==> config.mk <==
export PLATFORM = sky130hd
export DESIGN_NAME = arb_rr_4to1
export DESIGN_NICKNAME = d
export VERILOG_FILES = /design/src/rtl/arb_pkg.sv /design/src/rtl/mux_4to1.sv /design/src/rtl/arb_rr_4to1.sv
export SDC_FILE = /design/constraint.sdc
export NUM_CORES = 1
export LEC_CHECK = 0
export ABC_AREA = 1
export BUFFER_PORTS_ARGS = -buffer_cell sky130_fd_sc_hd__buf_4
export CAP_MARGIN = 40
export CORE_MARGIN = 5
export CORE_UTILIZATION = 35
export DETAILED_ROUTE_END_ITERATION = 8
export PLACE_DENSITY = 0.68
export SYNTH_ARGS = -nofsm -noshare
export SYNTH_HDL_FRONTEND = slang
export SYNTH_SLANG_ARGS = --single-unit
==> constraint.sdc <==
create_clock -name i_clk -period 2.1 [get_ports i_clk]
set_input_delay 0.525 -clock i_clk [delete_from_list [all_inputs] [get_ports i_clk]]
set_output_delay 0.525 -clock i_clk [all_outputs]
set_load 0.02 [all_outputs]
==> src/rtl/arb_pkg.sv <==
// ----------------------------------------------------------------------------
// arb_pkg
// Shared definitions for the round-robin arbiter slice.
//   ARB_REQ_NUM  : number of requesters
//   ARB_ID_WIDTH : width of a requester index
//   arb_state_e  : burst-lock state (used when ARB_RR_4TO1_LOCK_EN is defined)
//   arb_rr_pick  : rotating-priority search starting at a pointer
// ----------------------------------------------------------------------------
package arb_pkg;

   localparam int unsigned ARB_REQ_NUM  = 4;
   localparam int unsigned ARB_ID_WIDTH = 2;

   typedef enum logic [0:0] {
      ARB_IDLE,
      ARB_LOCKED
   } arb_state_e;

   typedef struct packed {
      logic                    found;
      logic [ARB_ID_WIDTH-1:0] idx;
   } arb_pick_t;

   // First set bit of req in the order ptr, ptr+1, ptr+2, ptr+3 (mod 4).
   // Walks the offsets from last to first so the nearest hit overwrites.
   function automatic arb_pick_t arb_rr_pick(input logic [ARB_REQ_NUM-1:0]  req,
                                             input logic [ARB_ID_WIDTH-1:0] ptr);
      arb_pick_t               pick;
      logic [ARB_ID_WIDTH-1:0] idx;
      pick.found = 1'b0;
      pick.idx   = ptr;
      for (int i = ARB_REQ_NUM - 1; i >= 0; i--) begin
         idx = ptr + ARB_ID_WIDTH'(i);
         if (req[idx]) begin
            pick.found = 1'b1;
            pick.idx   = idx;
         end
      end
      return pick;
   endfunction

endpackage

==> src/rtl/mux_4to1.sv <==
// ----------------------------------------------------------------------------
// mux_4to1
// Four-way payload selector keyed by a requester index.
//   sel_i  : index of the selected input
//   data_i : four packed input words
//   data_o : selected word
// ----------------------------------------------------------------------------
module mux_4to1
   import arb_pkg::*;
#(
   parameter int unsigned DATA_WIDTH = 32
) (
   input  logic [ARB_ID_WIDTH-1:0]                 sel_i,
   input  logic [ARB_REQ_NUM-1:0][DATA_WIDTH-1:0]  data_i,
   output logic [DATA_WIDTH-1:0]                   data_o
);

   always_comb begin
      data_o = data_i[sel_i];
   end

endmodule

==> src/rtl/arb_rr_4to1.sv <==
// ----------------------------------------------------------------------------
// arb_rr_4to1
// Four-requester round-robin arbiter feeding a one-entry registered output
// stage. The winner's payload is picked by a mux_4to1 keyed by the grant.
//   i_clk, i_rst_n : clock, synchronous active-low reset
//   i_req_valid    : per-requester valid
//   i_req_data     : per-requester payload
//   o_req_ready    : per-requester ready, one-hot or zero
//   i_req_last     : per-requester last-beat flag (ARB_RR_4TO1_LOCK_EN only)
//   o_out_valid    : output stage holds a beat
//   o_out_data     : registered winning payload
//   o_out_id       : index of the requester that produced o_out_data
//   o_out_last     : registered last flag (ARB_RR_4TO1_LOCK_EN only)
//   i_out_ready    : downstream accept
// Build option: define ARB_RR_4TO1_LOCK_EN to hold the grant on one requester
// until it presents a beat with last set.
// ----------------------------------------------------------------------------
module arb_rr_4to1
   import arb_pkg::*;
#(
   parameter int unsigned DATA_WIDTH = 32
) (
   input  logic                                    i_clk,
   input  logic                                    i_rst_n,
   input  logic [ARB_REQ_NUM-1:0]                  i_req_valid,
   input  logic [ARB_REQ_NUM-1:0][DATA_WIDTH-1:0]  i_req_data,
   output logic [ARB_REQ_NUM-1:0]                  o_req_ready,
`ifdef ARB_RR_4TO1_LOCK_EN
   input  logic [ARB_REQ_NUM-1:0]                  i_req_last,
   output logic                                    o_out_last,
`endif
   output logic                                    o_out_valid,
   output logic [DATA_WIDTH-1:0]                   o_out_data,
   output logic [ARB_ID_WIDTH-1:0]                 o_out_id,
   input  logic                                    i_out_ready
);

   logic                    out_valid_q, out_valid_d;
   logic [DATA_WIDTH-1:0]   out_data_q, out_data_d;
   logic [ARB_ID_WIDTH-1:0] out_id_q, out_id_d;
   logic [ARB_ID_WIDTH-1:0] ptr_q, ptr_d;

   logic [ARB_REQ_NUM-1:0]  eligible;
   arb_pick_t               pick;
   logic                    slot_free;
   logic                    handshake;
   logic [DATA_WIDTH-1:0]   mux_data;

   mux_4to1 #(
      .DATA_WIDTH (DATA_WIDTH)
   ) u_mux_data (
      .sel_i  (pick.idx),
      .data_i (i_req_data),
      .data_o (mux_data)
   );

`ifdef ARB_RR_4TO1_LOCK_EN
   arb_state_e              state_q, state_d;
   logic [ARB_ID_WIDTH-1:0] owner_q, owner_d;
   logic                    out_last_q, out_last_d;
   logic [ARB_REQ_NUM-1:0][0:0] req_last_arr;
   logic                    mux_last;

   assign req_last_arr = i_req_last;

   mux_4to1 #(
      .DATA_WIDTH (1)
   ) u_mux_last (
      .sel_i  (pick.idx),
      .data_i (req_last_arr),
      .data_o (mux_last)
   );

   // While locked only the owner can win; everyone else is masked off.
   always_comb begin
      eligible = i_req_valid;
      if (state_q == ARB_LOCKED) begin
         eligible = i_req_valid & (ARB_REQ_NUM'(1) << owner_q);
      end
   end
`else
   always_comb begin
      eligible = i_req_valid;
   end
`endif

   always_comb begin
      pick        = arb_rr_pick(eligible, ptr_q);
      slot_free   = !out_valid_q || i_out_ready;
      handshake   = i_rst_n && slot_free && pick.found;
      o_req_ready = handshake ? (ARB_REQ_NUM'(1) << pick.idx) : '0;

      out_valid_d = out_valid_q;
      out_data_d  = out_data_q;
      out_id_d    = out_id_q;
      ptr_d       = ptr_q;
`ifdef ARB_RR_4TO1_LOCK_EN
      state_d     = state_q;
      owner_d     = owner_q;
      out_last_d  = out_last_q;
`endif

      if (handshake) begin
         out_valid_d = 1'b1;
         out_data_d  = mux_data;
         out_id_d    = pick.idx;
`ifdef ARB_RR_4TO1_LOCK_EN
         out_last_d  = mux_last;
         owner_d     = pick.idx;
         // A non-last beat opens or continues a burst; the pointer only moves
         // once the burst closes so the next search starts past the owner.
         if (mux_last) begin
            state_d = ARB_IDLE;
            ptr_d   = pick.idx + ARB_ID_WIDTH'(1);
         end else begin
            state_d = ARB_LOCKED;
         end
`else
         ptr_d       = pick.idx + ARB_ID_WIDTH'(1);
`endif
      end else if (slot_free) begin
         out_valid_d = 1'b0;
      end
   end

   always_ff @(posedge i_clk) begin
      if (!i_rst_n) begin
         out_valid_q <= 1'b0;
         out_data_q  <= '0;
         out_id_q    <= '0;
         ptr_q       <= '0;
`ifdef ARB_RR_4TO1_LOCK_EN
         state_q     <= ARB_IDLE;
         owner_q     <= '0;
         out_last_q  <= 1'b0;
`endif
      end else begin
         out_valid_q <= out_valid_d;
         out_data_q  <= out_data_d;
         out_id_q    <= out_id_d;
         ptr_q       <= ptr_d;
`ifdef ARB_RR_4TO1_LOCK_EN
         state_q     <= state_d;
         owner_q     <= owner_d;
         out_last_q  <= out_last_d;
`endif
      end
   end

   assign o_out_valid = out_valid_q;
   assign o_out_data  = out_data_q;
   assign o_out_id    = out_id_q;
`ifdef ARB_RR_4TO1_LOCK_EN
   assign o_out_last  = out_last_q;
`endif

endmodule

* Word-level counts from Yosys, hierarchy flattened *
Cells that the tools add are included.

operators by class
  add/sub/neg operators = 4
  $lt $le $gt $ge = 5
  shifts and indexed selects = 1
  multiplexer cells = 17
  reductions and logical operators = 5

operators by type and width
  operator               number
  $bmux W32 S2           1
  $mux W32               1
  $lt A2 B3 Y1 const B   5
  $mux W3                4
  $bmux W1 S2            4
  $mux W1                6
  $add A2 B1 Y2 const B  2
  $add A2 B2 Y2 const B  2
  $mux W4                1
  $shl A1 B2 Y4 const A  1
  $logic_and A1 B1 Y1    2
  $reduce_bool A2 Y1     1
  $logic_not A1 Y1       1
  $logic_or A1 B1 Y1     1

storage, ports and cells
  flip-flop bits (word level) = 37
  output and inout port bits = 39

* Longest topological paths before layout *
  depth in word-level cells = 9
  mapped depth = 17
  gate-level depth less buffers = 15

* By module *
From an unflattened synthesis, not the netlist that was laid out.

unflattened totals
  cells, all modules = 601
  area total of the unflattened synthesis = 3,114.2 um2

modules (own cells, without submodules)
  module       times used  cells an instance  area an instance (um2)  seq. area each (um2)
  mux_4to1     1           374                1,562.7                 0.0
  arb_rr_4to1  1           227                1,551.5                 740.7

* Worst setup path after synthesis *
No wires, ideal clock.

  kind = input -> output
  start point = input i_req_valid[1]
  end point = output o_req_ready[0]
  data arrival time = 1.743 ns
  data required time = 1.575 ns
  setup slack = -0.168 ns
  stages on the path = 13
  buffers on the path = 1
  cells stage by stage = inv_1 > o21ai_1 > nand2_1 > nand2_1 > inv_2 > nand2_2 > nand2_1 > nand2_2 > nand2_2 > buf_6 > nor2_1 > inv_1 > nor2_1

between the ends
  longest elaborated chain between the ends = 8
  elaborated cells between the ends (all ways) = 15
  those cells by class = shift (1); mux (13); reduce/logical (1)

RTL lines
  what                                                         line                                  text
  start: declaration                                           arb_rr_4to1.sv:25                     input logic [ARB_REQ_NUM-1:0] i_req_valid,
  $bmux W1 S2                                                  arb_pkg.sv:34                         if (req[idx]) begin
  $mux W1 (implied by the code)                                arb_pkg.sv:34
  $mux W3 (3 in series)                                        arb_pkg.sv:34
  $mux W3 (*)                                                  arb_pkg.sv:34
  $shl A1 B2 Y4 / $logic_and A1 B1 Y1 (equally long branches)  arb_rr_4to1.sv:91, arb_rr_4to1.sv:90
  $mux W4 (*)                                                  arb_rr_4to1.sv:91                     o_req_ready = handshake ? (ARB_REQ_NUM'(1) << pick.idx) : '0;
  end: declaration                                             arb_rr_4to1.sv:27                     output logic [ARB_REQ_NUM-1:0] o_req_ready,

Every way passes the cells marked *; elsewhere a longest branch is shown, timed or not. The select of a mux whose other input is x is not followed.

* Worst setup path in the final report *
  start point = register ptr_q[0]
  end point = output o_req_ready[0]

between the ends
  longest elaborated chain between the ends = 9
  elaborated cells between the ends (all ways) = 18
  those cells by class = add/sub (3); shift (1); mux (13); reduce/logical (1)

RTL lines
  what                                                         line                                  text
  start: declaration                                           arb_rr_4to1.sv:41                     logic [ARB_ID_WIDTH-1:0] ptr_q, ptr_d;
  start signal: assignment                                     arb_rr_4to1.sv:141                    ptr_q <= ptr_d;
  $add A2 B2 Y2                                                arb_pkg.sv:33                         idx = ptr + ARB_ID_WIDTH'(i);
  $bmux W1 S2                                                  arb_pkg.sv:34
  $mux W1 (implied by the code)                                arb_pkg.sv:34
  $mux W3 (3 in series)                                        arb_pkg.sv:34
  $mux W3 (*)                                                  arb_pkg.sv:34
  $shl A1 B2 Y4 / $logic_and A1 B1 Y1 (equally long branches)  arb_rr_4to1.sv:91, arb_rr_4to1.sv:90
  $mux W4 (*)                                                  arb_rr_4to1.sv:91

Marks and branches as above.

==> metrics <==
# diodes 0; Cells after Synth 444; VDD IR max 0.841 mV; EDFF count, synth 0; Starting Density 36.4%; vias in the first global route 3543; Avg WL per Cell 14.2 µm; r2r setup slk 0.08 ns; final non-filler cell total 715; clk_lat worst skew 0.28 ns; Setup TNS Final -0.895 ns; WL final 10200 µm; Period Utilization, post-route 113%; hold slack 0.473 ns; Mapped Area 0.00267 mm²; Min Clock Period, post-route 2.37 ns; main flop type after synthesis dfxtp_1; failing checks setup timing; max-cap check violation count 0; Sw Ratio 51.7%; H-tree Lvls 2; CTS sink cnt 37; critical path arrival 1.84 ns; initial antenna violation count 0; final core utilization 59.7%; Clk pwr share 8.5%; register bit total from synthesis 37; synth cell count leaders nand3_1, nand2_1, dfxtp_1, buf_2, inv_1; GRT overflow 0; I/O pin count 174; startpoint types register; Post-Syn Nets 579; slack of the critical path -0.266 ns; Final Skew 0.00554 ns; distinct cell type count after synthesis 18; first-pass GRT wire length 16700 µm; Hold WC Path Type register to register; fmax 423 MHz; Sw Pwr 3760 µW; Ys Warns 0; fillers 711; critical path class register to primary output; dpl ws -0.240 ns; Final HPWL DP 7790 µm; # setup viols final 4; DRT Pass-1 Iters 4; Comb pwr share 74.9%; clk slew on worst S/H paths 0.08 ns; post-synthesis sequential area ratio 27.7%; Total GRT Usage 20.6%; Rel. slew slack 73.6%; TritonCTS clock tree yes; most frequent cell after synthesis nand3_1; largest net degree at the start of global routing 39; via count 3591; Die Area 0.00948 mm²; dpl cells 701; leakage 0.00229 µW; Final Max Slew Viols 0; gpl congestion 0.882; Power Density 1660 mW/mm²; Detail Route Antenna Nets 0; Worst setup EP type primary output; worst-margin pin slew 0.396 ns; status finished, violations left; port bufs 173; DR iter-0 viols 139; RSZ-0062 raised after global routing true; die height 97.4 µm; share of cells above drive strength 1 42.5%; Final nets 750; clock root buffer clkbuf_8; CTS Buf Count 5; P&R area growth vs syn 63.9%; critical path required time 1.57 ns; Die Wd 97.4 µm; crit-path max FO 6; area leader, netlist nand3_1; Reg power frac 16.6%; Bufs on Longest Clock Path 2; Synth top area share 37.7%; Synth area leaders nand3_1, dfxtp_1, nand2_1; drc violations 0; Final Hold Viols 0; vias per cell 5.02; synthesized area per cell 6.02 µm²; Internal 3520 µW; FP Rows 31; ys async rst share 0%; core area 0.00733 mm²
==> state kept, by name, indices dropped and copies added, names as in the netlist <==
name / count
ptr_q: 2
o_out_id: 2
o_out_valid: 1
o_out_data: 32
==> cell families (layout without fill, tap and decap cells) <==
kind of cell,after synthesis,count (layout),share of synthesized area (%)
AO/OA/AOI/OAI,5,5,1.36
flip-flops,37,37,27.7
buffers and inverters,57,229,12.2
AND/OR/NAND/NOR,345,345,58.7
==> cell usage in the layout (no fill, tap or decap), types with 3 or more instances in the layout <==
| cell | netlist | layout |
|---|---|---|
| dfxtp_1 | 37 | 35 |
| nand3_1 | 201 | 199 |
| inv_2 | 3 | 9 |
| nor2_1 | 8 | 3 |
| buf_4 | 11 | 195 |
| nand2_2 | 4 | 19 |
| nor2_4 | 0 | 5 |
| nand2_1 | 129 | 109 |
| nand3_2 | 1 | 3 |
| clkbuf_8 | 0 | 5 |
| buf_6 | 6 | 6 |
| inv_1 | 14 | 5 |
| nand2_4 | 0 | 5 |
==> layer usage <==
layer  GRT usage [%]  up-vias  part of all wire [%]
li1                -     1835                     -
met4            3.51        0                  0.64
met1            25.2     1590                    40
met2            35.5      160                    48
met5               0        -                     0
met3            6.82        6                    10
==> stage by stage <==
stage                     power (µW)  area, µm²
after floorplan                 4970       2720
after global placement          6300       4090
after detailed placement        6370       4090
after CTS                       7240       4340
after global routing            7980       4380
final                           7290       4380
==> layout make-up <==
| class | count | area [µm²] | area share [%] |
|---|---|---|---|
| clock buffer | 5 | 68.8 | 1.57 |
| clock inverter | 3 | 46.3 | 1.06 |
| inverter | 18 | 85.1 | 1.94 |
| multi-input combinational | 350 | 1740 | 39.6 |
| sequential | 37 | 748 | 17.1 |
| tap | 99 | 124 | 2.83 |
| timing repair buffer | 203 | 1570 | 35.9 |
==> worst max-delay path, stage by stage, from the launching register on <==
cell and delay (ns):
dfxtp_4 0.38, buf_6 0.13, nand2_2 0.08, nand3_1 0.13, nand2_2 0.11, nor2_1 0.04, nand2_1 0.10, nand3b_1 0.16
nor2_4 0.16, inv_2 0.06, nor2_4 0.08, buf_6 0.12
==> power groups by stage <==
stage          Sequential [µW]  Combinational (µW)  Clock, µW
3_3_place_gp              1180                5120          0
6_report                  1210                5460        620
5_1_grt                   1250                6070        672
4_1_cts                   1200                5410        638
2_1_floorplan             1490                3480          0
3_5_place_dp              1190                5180          0
==> final timing paths <==
kind | to | depth (start not counted) | startpoint
min | o_out_data[4] | 2 | o_out_data[4]
max reg2reg | o_out_data[2] | 15 | ptr_q[0]
max | o_req_ready[0] | 11 | ptr_q[0]
min reg2reg | o_out_data[4] | 2 | o_out_data[4]
==> timing repair <==
item                       CTS  global route
pin swaps                   16            10
gates resized for setup     30            13
setup buffers                6             2
setup endpoints to repair   19            39
hold buffers                 0             0
(Power assumes the default switching activity.)
